===== src/rtl/grf_wb_sequencer.sv =====
// grf_wb_sequencer: single GRF write port arbiter.
// Merges W-stage writebacks and multi-cycle MDU results into one registered
// GRF write per cycle. MDU results that lose to a pipe write wait in an
// in-order FIFO; a pipe write to the same register squashes older queued
// MDU values so a stale result can never overwrite a newer one.
// Optional build macro: WB_TRACE_EN prints every committed GRF write.
module grf_wb_sequencer #(
  parameter int DEPTH = 4,
  parameter int PTR_W = 2
) (
  input  logic        clk,
  input  logic        reset,
  input  logic        pipe_we,
  input  logic [4:0]  pipe_a3,
  input  logic [31:0] pipe_wd,
  input  logic [31:0] pipe_pc,
  input  logic        mdu_we,
  input  logic [4:0]  mdu_a3,
  input  logic [31:0] mdu_wd,
  input  logic [31:0] mdu_pc,
  output logic        mdu_ready,
  input  logic [4:0]  query_a1,
  input  logic [4:0]  query_a2,
  output logic        pending1,
  output logic        pending2,
  output logic        grf_we,
  output logic [4:0]  grf_a3,
  output logic [31:0] grf_wd,
  output logic [31:0] grf_pc
);

  localparam logic [PTR_W:0] FULL_CNT = (PTR_W + 1)'(DEPTH);

  logic [4:0]       fifo_a3 [DEPTH];
  logic [31:0]      fifo_wd [DEPTH];
  logic [31:0]      fifo_pc [DEPTH];
  logic [DEPTH-1:0] fifo_vld;
  logic [PTR_W-1:0] head;
  logic [PTR_W-1:0] tail;
  logic [PTR_W:0]   count;

  logic pipe_emit;
  logic fifo_empty;
  logic mdu_live;
  logic pop;
  logic bypass;
  logic push;
  logic push_vld;

  // Readiness comes from the registered occupancy only, so a same-cycle pop never frees a slot early.
  assign mdu_ready = (count != FULL_CNT);

  // Arbitration: pipe beats queued results, queued results beat a fresh MDU result.
  always_comb begin
    pipe_emit  = pipe_we && (pipe_a3 != 5'd0);
    fifo_empty = (count == '0);
    mdu_live   = mdu_we && mdu_ready && (mdu_a3 != 5'd0);
    pop        = !pipe_emit && !fifo_empty;
    bypass     = !pipe_emit && fifo_empty && mdu_live;
    push       = mdu_live && !bypass;
    push_vld   = !(pipe_emit && (mdu_a3 == pipe_a3));
  end

  // Pending lookups for D-stage hazard detection; only live (valid) entries count.
  always_comb begin
    pending1 = 1'b0;
    pending2 = 1'b0;
    for (int i = 0; i < DEPTH; i++) begin
      if (fifo_vld[i] && (fifo_a3[i] == query_a1) && (query_a1 != 5'd0)) pending1 = 1'b1;
      if (fifo_vld[i] && (fifo_a3[i] == query_a2) && (query_a2 != 5'd0)) pending2 = 1'b1;
    end
  end

  // FIFO control: pointers, occupancy and valid bits (squash, pop, push in that order of precedence).
  always_ff @(posedge clk) begin
    if (reset) begin
      head     <= '0;
      tail     <= '0;
      count    <= '0;
      fifo_vld <= '0;
    end else begin
      for (int i = 0; i < DEPTH; i++) begin
        if (pipe_emit && (fifo_a3[i] == pipe_a3)) fifo_vld[i] <= 1'b0;
      end
      if (pop) begin
        fifo_vld[head] <= 1'b0;
        head           <= head + 1'b1;
      end
      if (push) begin
        fifo_vld[tail] <= push_vld;
        tail           <= tail + 1'b1;
      end
      case ({push, pop})
        2'b10:   count <= count + 1'b1;
        2'b01:   count <= count - 1'b1;
        default: count <= count;
      endcase
    end
  end

  // FIFO payload storage; contents are meaningless unless the matching slot is occupied.
  always_ff @(posedge clk) begin
    if (push) begin
      fifo_a3[tail] <= mdu_a3;
      fifo_wd[tail] <= mdu_wd;
      fifo_pc[tail] <= mdu_pc;
    end
  end

  // Registered GRF write port; address/data/pc hold whenever nothing is written.
  always_ff @(posedge clk) begin
    if (reset) begin
      grf_we <= 1'b0;
      grf_a3 <= 5'd0;
      grf_wd <= 32'd0;
      grf_pc <= 32'd0;
    end else begin
      grf_we <= 1'b0;
      if (pipe_emit) begin
        grf_we <= 1'b1;
        grf_a3 <= pipe_a3;
        grf_wd <= pipe_wd;
        grf_pc <= pipe_pc;
      end else if (pop) begin
        grf_we <= fifo_vld[head];
        if (fifo_vld[head]) begin
          grf_a3 <= fifo_a3[head];
          grf_wd <= fifo_wd[head];
          grf_pc <= fifo_pc[head];
        end
      end else if (bypass) begin
        grf_we <= 1'b1;
        grf_a3 <= mdu_a3;
        grf_wd <= mdu_wd;
        grf_pc <= mdu_pc;
      end
    end
  end

`ifdef WB_TRACE_EN
  // Commit trace of every GRF write.
  always @(posedge clk) begin
    if (!reset && grf_we) $display("@%h: $%d <= %h", grf_pc, grf_a3, grf_wd);
  end
`else
`endif

endmodule


===== config.mk =====
export PLATFORM = sky130hd
export DESIGN_NAME = grf_wb_sequencer
export DESIGN_NICKNAME = d
export VERILOG_FILES = /design/src/rtl/grf_wb_sequencer.sv
export SDC_FILE = /design/constraint.sdc
export NUM_CORES = 1
export LEC_CHECK = 0
export CAP_MARGIN = 20
export CORE_MARGIN = 8
export CORE_UTILIZATION = 35
export CTS_CLUSTER_SIZE = 24
export DETAILED_ROUTE_END_ITERATION = 8
export HOLD_SLACK_MARGIN = 0.02
export PLACE_DENSITY = 0.55
export SLEW_MARGIN = 10
export SYNTH_ARGS = -nofsm -noshare
export SYNTH_HDL_FRONTEND = slang
export SYNTH_SLANG_ARGS = --single-unit

===== constraint.sdc =====
create_clock -name clk -period 9.1 [get_ports clk]
set_input_delay 1.82 -clock clk [delete_from_list [all_inputs] [get_ports clk]]
set_output_delay 1.82 -clock clk [all_outputs]
set_load 0.02 [all_outputs]

# After elaboration in Yosys (flattened, before gate mapping)
# Memories as Yosys holds them, arrays and structs flattened. A register that Yosys moved wholly into a read port is not among the register bits.
# Cells that the tools add are included.
# classes
add_sub_neg	4
order_cmp	4
n_eq_ne	17
muxes	50
bitwise_logic	2
n_reduce_logical	42
# op_table
operator	n
two-way mux 32 bit	8
== test 5 bit	13
logical AND 1 bit	30
two-way mux 1 bit	24
two-way mux 5 bit	4
nonzero test 5 bit	4
two-way mux 2 bit	6
two-way mux 4 bit	3
< comparator 2 x 3 -> 1 bit (second input constant)	2
case mux 3 bit (2 select lines)	1
adder 2 x 1 -> 2 bit (second input constant)	2
AND 4 bit	1
bitwise mux 4 bit	1
demux 1 bit (select 2 bit)	2
>= comparator 2 x 1 -> 1 bit (second input constant)	2
logical NOT 1 bit	4
NOT 4 bit	1
adder 3 x 1 -> 3 bit (second input constant)	1
logical NOT 3 bit	1
inequality test 3 x 2 -> 1 bit (second input constant)	1
inequality test 3 bit (second input constant)	1
nonzero test 3 bit	1
subtractor 3 x 1 -> 3 bit (second input constant)	1
binary-select mux 1 bit (select 2 bit)	1
4 further kinds	4
# word_totals
reg_bits	81
ram_bits	276
input_bits	152
output_inout_bits	73
wordCells	130
mem_count	3
# memory_table
memory	depth	word_bits	rd	rd_ports_with_merged_regs	wr	line_no	rtl
fifo_pc	4	32	1	1	1	36	logic [31:0] fifo_pc [DEPTH];
fifo_wd	4	32	1	1	1	35	logic [31:0] fifo_wd [DEPTH];
fifo_a3	4	5	5	1	1	34	logic [4:0] fifo_a3 [DEPTH];

# Logic depth before layout (Yosys ltp)
# Gate-level depths: netlist (run 1).
# depth
depth_word	10
ltp_mapped	11
depth_no_buf	10

# Least setup slack after synthesis (run 1)
# No wires, ideal clock.
# synth_path
kind	in2reg
startpoint	input port pipe_a3[2]
endpoint	register fifo_vld[0]
setup_ps	125
arrival_ps	4890
t_required_ps	8975
path_slack_ps	4086
cell_stages	6
n_path_buf	1
cell_sequence	clkbuf_1 -> or4_4 -> o21a_4 -> o2111a_1 -> and2_1 -> mux2_2
# synth_between
elab_chain_cells	10
elab_cells_between_ends	20
classes_between	eq/ne (2); mux (6); bitwise (1); reduce/logical (11)
# synth_rtl
item	line_no	rtl
from (decl)	14	input logic [4:0] pipe_a3,
nonzero test 5 bit	55	pipe_emit = pipe_we && (pipe_a3 != 5'd0);
logical AND 1 bit	55	
logical AND 1 bit	83	if (pipe_emit && (fifo_a3[i] == pipe_a3)) fifo_vld[i] <= 1'b0;
two-way mux 1 bit	83	
two-way mux 1 bit	76	if (reset) begin
AND 4 bit (no source line)	--	
two-way mux 4 bit	85	if (pop) begin
two-way mux 4 bit	76	
bitwise mux 4 bit	90	fifo_vld[tail] <= push_vld;
two-way mux 4 bit (*)	89	if (push) begin
to (signal, indexed assignment)	90	
to (decl)	37	logic [DEPTH-1:0] fifo_vld;
# Mark *: on every way between the ends. The rest lies on a longest branch, timed or not. The select of a mux whose other input is x is not followed.
# A chain may end at the register's enable or synchronous reset.

# Worst setup path after layout (run 1)
# layout_path
startpoint	input port query_a2[0]
endpoint	output port pending2
# layout_between
elab_chain_cells	7
elab_cells_between_ends	17
classes_between	eq/ne (4); mux (4); reduce/logical (9)
# layout_rtl
item	line_no	rtl
from (decl)	23	input logic [4:0] query_a2,
== test 5 bit	70	if (fifo_vld[i] && (fifo_a3[i] == query_a2) && (query_a2 != 5'd0)) pending2 = 1'b1;
logical AND 1 bit (2 in a row)	70	
two-way mux 1 bit (3 in a row)	70	
two-way mux 1 bit (*)	70	
to (decl)	25	output logic pending2,
# Mark *: on every way between the ends. The rest lies on a longest branch, timed or not.

==> flow_metrics.env, run 1 <==
export IMPL_drt_iter0_drc=557
export IMPL_switching_share_pct=32.48
export IMPL_post_route_cell_area_mm2=0.01927
export IMPL_viasPerCell=5.052
export IMPL_layoutNonFillerInstCount=1839
export IMPL_die_area_mm2=0.05054
export IMPL_wl_per_cell_um=22.21
export IMPL_root_buffer="clkbuf_16"
export IMPL_cts_resized=0
export IMPL_die_w_um=224.8
export IMPL_hp_class="reg2reg"
export IMPL_core_area_mm2=0.04308
export IMPL_holdPathStages=1
export IMPL_dr_pass1_iters=4
export IMPL_crit_path_end_kind="output pin"
export IMPL_yosysSeqAreaShare_pct=65.20
export IMPL_clkPwrFrac_pct=29.3
export IMPL_dr_wl_met2_um=19590
export IMPL_leakagePower_nw=6.323
export IMPL_dp_worst_setup_slack_ps=3401
export IMPL_tns_ps=0
export IMPL_wl_met3_um=2211
export IMPL_slowest_stage="clkdlybuf4s50_1"
export IMPL_ctsLongestPathBuffers=3
export IMPL_comb_power_share_pct=31.0
export IMPL_ant_nets=0
export IMPL_clock_latency_ps=530
export IMPL_io_pins=225
export IMPL_period_share_pct=62.39
export IMPL_timing_final_ws_setup_ps=3422
export IMPL_nets=1383
export IMPL_path_cells="clkdlybuf4s50_1 -> xor2_1 -> nor4_1 -> nand3_1 -> nand4_1 -> o21a_1 -> clkdlybuf4s50_1"
export IMPL_routed_wl_um=40840
export IMPL_hold_violations=0
export IMPL_place_inst=1764
export IMPL_crit_path_max_fanout=5
export IMPL_setup_violations=0
export IMPL_synth_edf_count=276
export IMPL_hold_buffers=0
export IMPL_worstPathArrival_ps=3860
export IMPL_hpwl_um=24430
export IMPL_cpPeakStageDelay_ps=600
export IMPL_relSlewSlack_pct=27.80
export IMPL_drive_gt1_share_pct=14.84
export IMPL_total_power_mw=5.601
export IMPL_synthDistinctLibCells=45
export IMPL_die_h_um=224.8
export IMPL_numCtsBuffers=40
export IMPL_drv_slew=0
export IMPL_max_cap_viol_count=0
export IMPL_syn_avg_cell_area_um2=14.96
export IMPL_intPower_mw=3.782
export IMPL_io_buffers=224
export IMPL_htree_levels=2
export IMPL_tightest_slew_ps=1083
export IMPL_async_reset_ff_share_pct=0
export IMPL_crit_top_cell="clkdlybuf4s50_1"
export IMPL_cp_depth=7
export IMPL_regArea_mm2=0.009957
export IMPL_numClockSinks=359
export IMPL_placed_area_mm2=0.01793
export IMPL_fin_crit_ps=5678
export IMPL_cts_tree="built"
export IMPL_cts_setup_buffers=0
export IMPL_p_switching_mw=1.819
export IMPL_globalRouteOverflowTotal=0
export IMPL_std_cell_rows=76
export IMPL_wl_met1_um=18230
export IMPL_grt_pass1_vias=9975
export IMPL_syn_nets=1182
export IMPL_yosysWarnings=0
export IMPL_max_freq_ghz=0.1761
export IMPL_grt_pass1_wl_um=62290
export IMPL_route_detailed_drc=0
export IMPL_synth_cells=1020
export IMPL_synth_area_mm2=0.01526
export IMPL_fin_worst_skew_ps=17.99
export IMPL_path_clk_slew_ps=60
export IMPL_rsz0062_at_grt="false"
export IMPL_synth_ff_type="edfxtp_1"
export IMPL_grtUsageTotal_pct=15.85
export IMPL_p_seq_share_pct=39.7
export IMPL_worstSetupPathType="in2out"
export IMPL_top_layer_used="met5"
export IMPL_ys_seq_elements=359
export IMPL_grt_max_degree=92
export IMPL_critPathLaunchType="primary input"
export IMPL_cp_top_family="buffers and inverters"
export IMPL_run_status="complete, no violations"
export IMPL_syn_to_final_growth_pct=26.27
export IMPL_antenna_found_initial=4
export IMPL_start_util_pct=35.42
export IMPL_reg2reg_depth=6
export IMPL_vdd_drop_max_v=0.0002160
export IMPL_n_fill_cell=3836
export IMPL_cp_required_ps=7280
export IMPL_place_congestion=0.7717
export IMPL_p_per_area_mw_per_mm2=290.7
export IMPL_dr_total_vias=9291
export IMPL_cp_buffers_inverters=2
export IMPL_multi_input_area_mm2=0.004877
==> synth_stat cells, types with 3 or more instances <==
cell type,instances,area (um2)
xnor2_1,24,210.2
buf_2,21,105.1
mux4_2,70,1577
nor4_1,12,75.07
nor4bb_1,3,30.03
nand3_1,84,420.4
edfxtp_1,276,8288
buf_12,5,100.1
o2bb2ai_2,30,450.4
nand2_1,140,525.5
a211oi_1,3,22.52
xor2_1,45,394.1
o21ai_0,69,345.3
nor3_1,4,20.02
ha_1,9,112.6
a21oi_1,5,25.02
o2bb2ai_1,37,324.1
and2_1,5,31.28
nor2_1,10,37.54
clkbuf_1,42,157.7
dfxtp_1,83,1662
nand4_1,3,18.77
buf_1,4,15.01
inv_1,8,30.03
==> metrics by stage <==
step	hold slack [ps]	util [%]
after floorplan	490.6	-
after global placement	444.1	41.63
after detailed placement	446.1	41.63
after CTS	463.5	44.73
after global routing	480.9	44.73
final	463.7	44.73
==> worst paths after layout <==
path                                  start         end  slack (ps)
worst max-delay path            query_a2[0]    pending2        3420
worst min-delay path             grf_wd[19]  grf_wd[19]         460
worst max register to register     count[2]  grf_wd[15]        5920
worst min register to register   grf_wd[19]  grf_wd[19]         460
==> registers in the layout, indices dropped and copies added, names as in the netlist, 2 cells and up, named ones only <==
register,cells
fifo_wd,128
grf_wd,32
fifo_a3,20
tail,2
grf_pc,32
grf_a3,5
fifo_vld,4
count,3
fifo_pc,128
head,2
==> layer usage <==
metal  track usage (%)  up-vias
met4             4.051        6
li1                  -     4297
met1             20.97     4717
met5                 0        -
met3             3.804       60
met2             25.97      211
==> cells by family after synthesis <==
| family | Yosys count | synth area share, % |
|---|---|---|
| xor+xnor | 69 | 3.960 |
| compound gates | 151 | 8.208 |
| buf+inv | 86 | 3.042 |
| simple gates | 271 | 8.101 |
| mux | 74 | 10.62 |
| flops | 359 | 65.20 |
| fa+ha+maj | 10 | 0.8692 |
==> placed cells by master, fill, tap and decap left out, types with 2 or more instances in the layout <==
cell type / instances
edfxtp_1: 276
clkdlybuf4s50_1: 224
nand2_1: 140
nand3_1: 84
dfxtp_1: 81
mux4_2: 70
o21ai_0: 69
xor2_1: 45
clkbuf_16: 41
o2bb2ai_1: 37
o2bb2ai_2: 30
xnor2_1: 24
nor4_1: 12
buf_4: 12
clkbuf_1: 11
nor2_1: 10
ha_1: 9
inv_1: 8
clkinv_1: 6
a21oi_1: 5
bufinv_16: 5
nor3_1: 4
and2_4: 4
clkinv_2: 4
nand4_1: 3
a211oi_1: 3
nor4bb_1: 3
clkbuf_8: 3
or4_1: 2
o21a_1: 2
mux2_2: 2
nor2b_1: 2
dfxtp_4: 2
inv_6: 2
clkinvlp_4: 2
==> layout make-up <==
cell class | instances | share of cell area, %
sequential | 359 | 51.68
multi-input combinational | 575 | 25.31
timing repair buffer | 236 | 12.10
clock buffer | 55 | 5.753
tap | 585 | 3.799
clock inverter | 19 | 1.169
inverter | 9 | 0.1753
antenna | 1 | 0.01299
==> power by group through the flow <==
stage | combinational [mW] | sequential [mW] | clock (mW)
detailed placement | 1.78 | 2.26 | 0
global placement | 1.77 | 2.26 | 0
global route | 1.90 | 2.26 | 1.75
CTS | 1.78 | 2.23 | 1.68
finish | 1.73 | 2.23 | 1.64
floorplan | 1.07 | 2.30 | 0
No activity file was read; power rests on OpenSTA's default activity.
==> run 2: changes to the inputs <==
PLACE_DENSITY = 0.57   (was 0.55)
clock period = 4.87 ns   (was 9.1 ns; I/O delays follow)
==> run 2 against run 1 <==
Clock power up 86%. Flip-flop and latch count unchanged. Critical path depth stayed put. Highest routed layer unchanged. Critical path type unchanged. Clock skew is 9.7 ps lower. Combinational power grew 87%. Count of clock-buffer cells in the layout did not move. Final area is 0.90% higher. Die area unchanged.
==> flow_metrics.env, run 2 (synthesis results as in run 1) <==
export IMPL_std_cell_rows=76
export IMPL_die_w_um=224.8
export IMPL_n_fill_cell=3902
export IMPL_fin_crit_ps=3978
export IMPL_p_per_area_mw_per_mm2=538.7
export IMPL_io_pins=225
export IMPL_run_status="complete, no violations"
export IMPL_multi_input_area_mm2=0.004873
export IMPL_layoutNonFillerInstCount=1848
export IMPL_ant_nets=0
export IMPL_numCtsBuffers=41
export IMPL_fin_worst_skew_ps=8.333
export IMPL_n_antenna_cell=0
export IMPL_start_util_pct=35.42
export IMPL_htree_levels=2
export IMPL_leakagePower_nw=6.422
export IMPL_cp_top_family="buffers and inverters"
export IMPL_hold_violations=0
export IMPL_antenna_found_initial=2
export IMPL_most_common_layout_cells="edfxtp_1 (276), clkdlybuf4s50_1 (224), nand2_1 (140)"
export IMPL_final_common_cell="edfxtp_1"
export IMPL_max_cap_viol_count=0
export IMPL_max_freq_ghz=0.2514
export IMPL_rsz0062_at_grt="false"
export IMPL_die_area_mm2=0.05054
export IMPL_core_area_mm2=0.04308
export IMPL_grt_busiest_layer="met2"
export IMPL_grtUsageTotal_pct=15.46
export IMPL_vdd_drop_max_v=0.0003801
export IMPL_total_power_mw=10.47
export IMPL_cp_buffers_inverters=2
export IMPL_post_route_cell_area_mm2=0.01944
export IMPL_path_clk_slew_ps=60
export IMPL_crit_path_max_fanout=5
export IMPL_drv_slew=0
export IMPL_regArea_mm2=0.009957
export IMPL_nets=1392
export IMPL_worstPathArrival_ps=3000
export IMPL_hold_buffers=0
export IMPL_routed_wl_um=39570
export IMPL_route_detailed_drc=0
export IMPL_wl_per_cell_um=21.41
export IMPL_grtUsageMet1_pct=19.70
export IMPL_hp_class="reg2reg"
export IMPL_tightest_slew_ps=901.8
export IMPL_drive_gt1_share_pct=15.84
export IMPL_grt_pass1_vias=10020
export IMPL_tns_ps=0
export IMPL_relSlewSlack_pct=39.88
export IMPL_worstSetupPathType="in2out"
export IMPL_drt_iter0_drc=559
export IMPL_syn_to_final_growth_pct=27.40
export IMPL_critPathLaunchType="primary input"
export IMPL_die_h_um=224.8
export IMPL_crit_path_end_kind="output pin"
export IMPL_met2_usage_pct=25.62
export IMPL_cp_required_ps=3900
export IMPL_crit_top_cell="clkdlybuf4s50_1"
export IMPL_dr_pass1_iters=5
export IMPL_grt_pass1_wl_um=60400
export IMPL_clock_latency_ps=550
export IMPL_dr_total_vias=9340
export IMPL_cpPeakStageDelay_ps=600
export IMPL_cts_setup_buffers=0
export IMPL_root_buffer="clkbuf_16"
export IMPL_hpwl_um=25050
export IMPL_ctsLongestPathBuffers=3
export IMPL_setup_violations=0
export IMPL_numClockSinks=359
export IMPL_place_congestion=0.8240
export IMPL_path_cells="clkdlybuf4s50_1 -> xor2_1 -> nor4_1 -> nand3_1 -> nand4_1 -> o21a_1 -> clkdlybuf4s50_1"
export IMPL_cts_resized=0
export IMPL_top_regs="fifo_pc x128, fifo_wd x128"
export IMPL_slowest_stage="clkdlybuf4s50_1"
export IMPL_globalRouteOverflowTotal=0
export IMPL_cts_tree="built"
export IMPL_placed_area_mm2=0.01810
export IMPL_viasPerCell=5.054
export IMPL_grt_use_met3_pct=3.491
export IMPL_grt_max_degree=56
export IMPL_place_inst=1772
export IMPL_io_buffers=224
export IMPL_period_share_pct=81.68
==> run 2: cell types whose count changed in the layout (fill, tap and decap cells not counted), sizes merged <==
cell and change:
diode -1, bufinv -2, clkinvlp -2, clkinv +6
buf +8
==> run 2: cell type report <==
class                           instances  share of cell area, %
Sequential cell                       359                  51.22
Inverter                                9                 0.1738
Clock buffer                           55                  5.972
Multi-Input combinational cell        575                  25.07
Clock inverter                         21                 0.9203
Timing Repair Buffer                  244                  12.88
Tap cell                              585                  3.765
==> run 2: worst paths after layout <==
| check | start | endpoint | slack [ps] | depth (start not counted) |
|---|---|---|---|---|
| hold reg to reg | grf_wd[26] | grf_wd[26] | 460 | 1 |
| setup reg to reg | count[2] | count[2] | 1790 | 9 |
| hold / removal | grf_wd[26] | grf_wd[26] | 460 | 1 |
| setup / recovery | query_a2[3] | pending2 | 890 | 7 |
==> run 2: routing by layer <==
metal	share of wire, %	up-vias	wire length (um)
met3	5.0	69	1980
met4	2.3	4	906
li1	-	4330	-
met2	49	196	19460
met5	0.056	-	22
met1	43	4741	17200
==> run 2: metrics by stage <==
stage | setup slack, ps | util (%) | hold WS, ps
2_1_floorplan | 701.8 | - | 490.6
3_3_place_gp | 717.7 | 42.02 | 443.6
3_5_place_dp | 714.5 | 42.02 | 446.3
4_1_cts | 858.3 | 45.13 | 465.8
5_1_grt | 783.5 | 45.13 | 477.1
6_report | 892.2 | 45.13 | 463.0
==> run 2: power by group <==
part / internal, mW / total, mW / switching, mW
sequential: 3.82 / 4.18 / 0.352
clock: 1.83 / 3.05 / 1.22
combinational: 1.43 / 3.24 / 1.82
total: 7.09 / 10.5 / 3.39
==> run 3: changes to the inputs <==
clock period = 3.2 ns   (was 4.87 ns; I/O delays follow)
==> run 3 against run 2 <==
Final area up 2.4%. Sequential share of layout area down 1.2 points. Routed wire length up 1.9%. Sequential power up 49%. Worst hold slack better by 1.3 ps. Critical path type unchanged.
==> flow_metrics.env, run 3 (synthesis results as in run 1) <==
export IMPL_run_status="complete, no violations"
export IMPL_core_area_mm2=0.04308
export IMPL_period_share_pct=94.27
export IMPL_timing_final_ws_setup_ps=183.2
export IMPL_placed_area_mm2=0.01856
export IMPL_numCtsBuffers=41
export IMPL_drt_iter0_drc=452
export IMPL_cts_tree="built"
export IMPL_grt_max_degree=74
export IMPL_start_util_pct=35.42
export IMPL_drv_slew=0
export IMPL_grt_pass1_vias=10270
export IMPL_cpPeakStageDelay_ps=530
export IMPL_htree_levels=2
export IMPL_cp_required_ps=2560
export IMPL_path_clk_slew_ps=50
export IMPL_globalRouteOverflowTotal=0
export IMPL_regArea_mm2=0.009957
export IMPL_multi_input_area_mm2=0.004873
export IMPL_hold_buffers=0
export IMPL_p_seq_share_pct=38.5
export IMPL_comb_power_share_pct=32.6
export IMPL_tightest_slew_ps=1034
export IMPL_timing_rr_start="count[2]"
export IMPL_max_cap_viol_count=0
export IMPL_switching_share_pct=32.14
export IMPL_dp_worst_setup_slack_ps=-309.7
export IMPL_std_cell_rows=76
export IMPL_rrSetupSlack_ps=740
export IMPL_die_h_um=224.8
export IMPL_cts_setup_buffers=0
export IMPL_hold_violations=0
export IMPL_die_area_mm2=0.05054
export IMPL_fin_crit_ps=3017
export IMPL_path_cells="clkdlybuf4s50_1 -> xor2_1 -> nor4_1 -> nand3_1 -> nand4_1 -> o21a_1 -> dlygate4sd2_1"
export IMPL_routed_wl_um=40300
export IMPL_clkPwrFrac_pct=28.9
export IMPL_leakagePower_nw=6.651
export IMPL_antenna_found_initial=2
export IMPL_die_w_um=224.8
export IMPL_place_congestion=0.8125
export IMPL_endpoint="pending2"
export IMPL_hpwl_um=26080
export IMPL_fin_util_pct=46.24
export IMPL_worstSetupPathType="in2out"
export IMPL_startpoint="query_a2[3]"
export IMPL_n_fill_cell=3871
export IMPL_vdd_drop_max_v=0.0005798
export IMPL_route_detailed_drc=0
export IMPL_nets=1427
export IMPL_wl_per_cell_um=21.40
export IMPL_crit_path_max_fanout=5
export IMPL_max_freq_ghz=0.3315
export IMPL_hp_class="reg2reg"
export IMPL_final_common_cell="edfxtp_1"
export IMPL_clock_latency_ps=550
export IMPL_r2r_end="count[2]"
export IMPL_most_common_layout_cells="edfxtp_1 (276), clkdlybuf4s50_1 (222), nand2_1 (140)"
export IMPL_post_route_cell_area_mm2=0.01992
export IMPL_root_buffer="clkbuf_16"
export IMPL_dr_total_vias=9385
export IMPL_cts_resized=2
export IMPL_grtUsageTotal_pct=15.88
export IMPL_slowest_stage="clkdlybuf4s50_1"
export IMPL_p_per_area_mw_per_mm2=813.9
export IMPL_critPathLaunchType="primary input"
export IMPL_syn_to_final_growth_pct=30.52
export IMPL_top_regs="fifo_pc x128, fifo_wd x128"
export IMPL_numClockSinks=359
export IMPL_grt_pass1_wl_um=62420
export IMPL_timing_hold_ws_ps=464.2
export IMPL_viasPerCell=4.984
export IMPL_reg2reg_depth=9
export IMPL_io_buffers=224
export IMPL_p_switching_mw=5.211
export IMPL_crit_path_end_kind="output pin"
export IMPL_drive_gt1_share_pct=17.73
export IMPL_intPower_mw=11.00
export IMPL_fin_worst_skew_ps=20.73
export IMPL_worstPathArrival_ps=2380
export IMPL_setup_violations=0
export IMPL_io_pins=225
export IMPL_ctsLongestPathBuffers=3
export IMPL_ant_nets=0
export IMPL_rsz0062_at_grt="false"
export IMPL_dr_pass1_iters=4
export IMPL_relSlewSlack_pct=31.09
-- run 3: changes by cell type in the layout (fill, tap and decap cells not counted), sizes merged --
cell,before,now
buf,20,55
clkinv,16,9
clkbuf,55,60
clkdlybuf4s50,224,222
dlygate4sd2,0,2
clkinvlp,0,1
diode,0,1
-- run 3: worst min-delay path by stage --
stage | startpoint | to | slack (ps) | cells after the start
final | grf_a3[4] | grf_a3[4] | 460 | 1
after global routing | grf_pc[2] | grf_pc[2] | 480 | 1
after CTS | grf_wd[17] | grf_wd[17] | 460 | 1
after detailed placement | grf_pc[8] | grf_pc[8] | 450 | 1
after global placement | grf_wd[27] | grf_wd[27] | 440 | 1
after floorplan | count[2] | count[2] | 490 | 2
-- run 3: per-stage QoR --
step | power [mW] | instances | setup TNS, ps
floorplan | 9.556 | 1020 | 0
finish | 16.21 | 1883 | 0
global placement | 11.69 | 1807 | -578.2
detailed placement | 11.74 | 1807 | -536.4
global route | 17.09 | 1882 | 0
CTS | 16.50 | 1882 | 0
-- run 3: power groups by stage --
| stage | Sequential (mW) | Clock (mW) | Combinational, mW |
|---|---|---|---|
| after floorplan | 6.52 | 0 | 3.03 |
| after global placement | 6.32 | 0 | 5.37 |
| after detailed placement | 6.34 | 0 | 5.41 |
| after CTS | 6.25 | 4.82 | 5.42 |
| after global routing | 6.32 | 4.99 | 5.77 |
| final | 6.24 | 4.69 | 5.28 |
-- run 3: final cells by class --
class / count / share of cell area, %
diodes: 1 / 0.01256
clock inverters: 15 / 0.8041
repair buffers: 279 / 14.89
inverters: 9 / 0.1696
flip-flops and latches: 359 / 49.99
multi-input cells: 575 / 24.47
clock buffers: 60 / 5.987
well taps: 585 / 3.675
-- run 3: worst max-delay path: cells and delay by family --
family	cells	cell delay, ps
compound gates	1	120
buf+inv	2	870
xor+xnor	1	190
simple gates	3	550
-- run 3: metal layers --
metal,track usage (%),up-vias,wire length [um]
met5,0,-,34
met1,20.46,4713,17570
li1,-,4396,-
met2,26.30,215,19820
met4,4.748,4,734
met3,3.869,57,2144
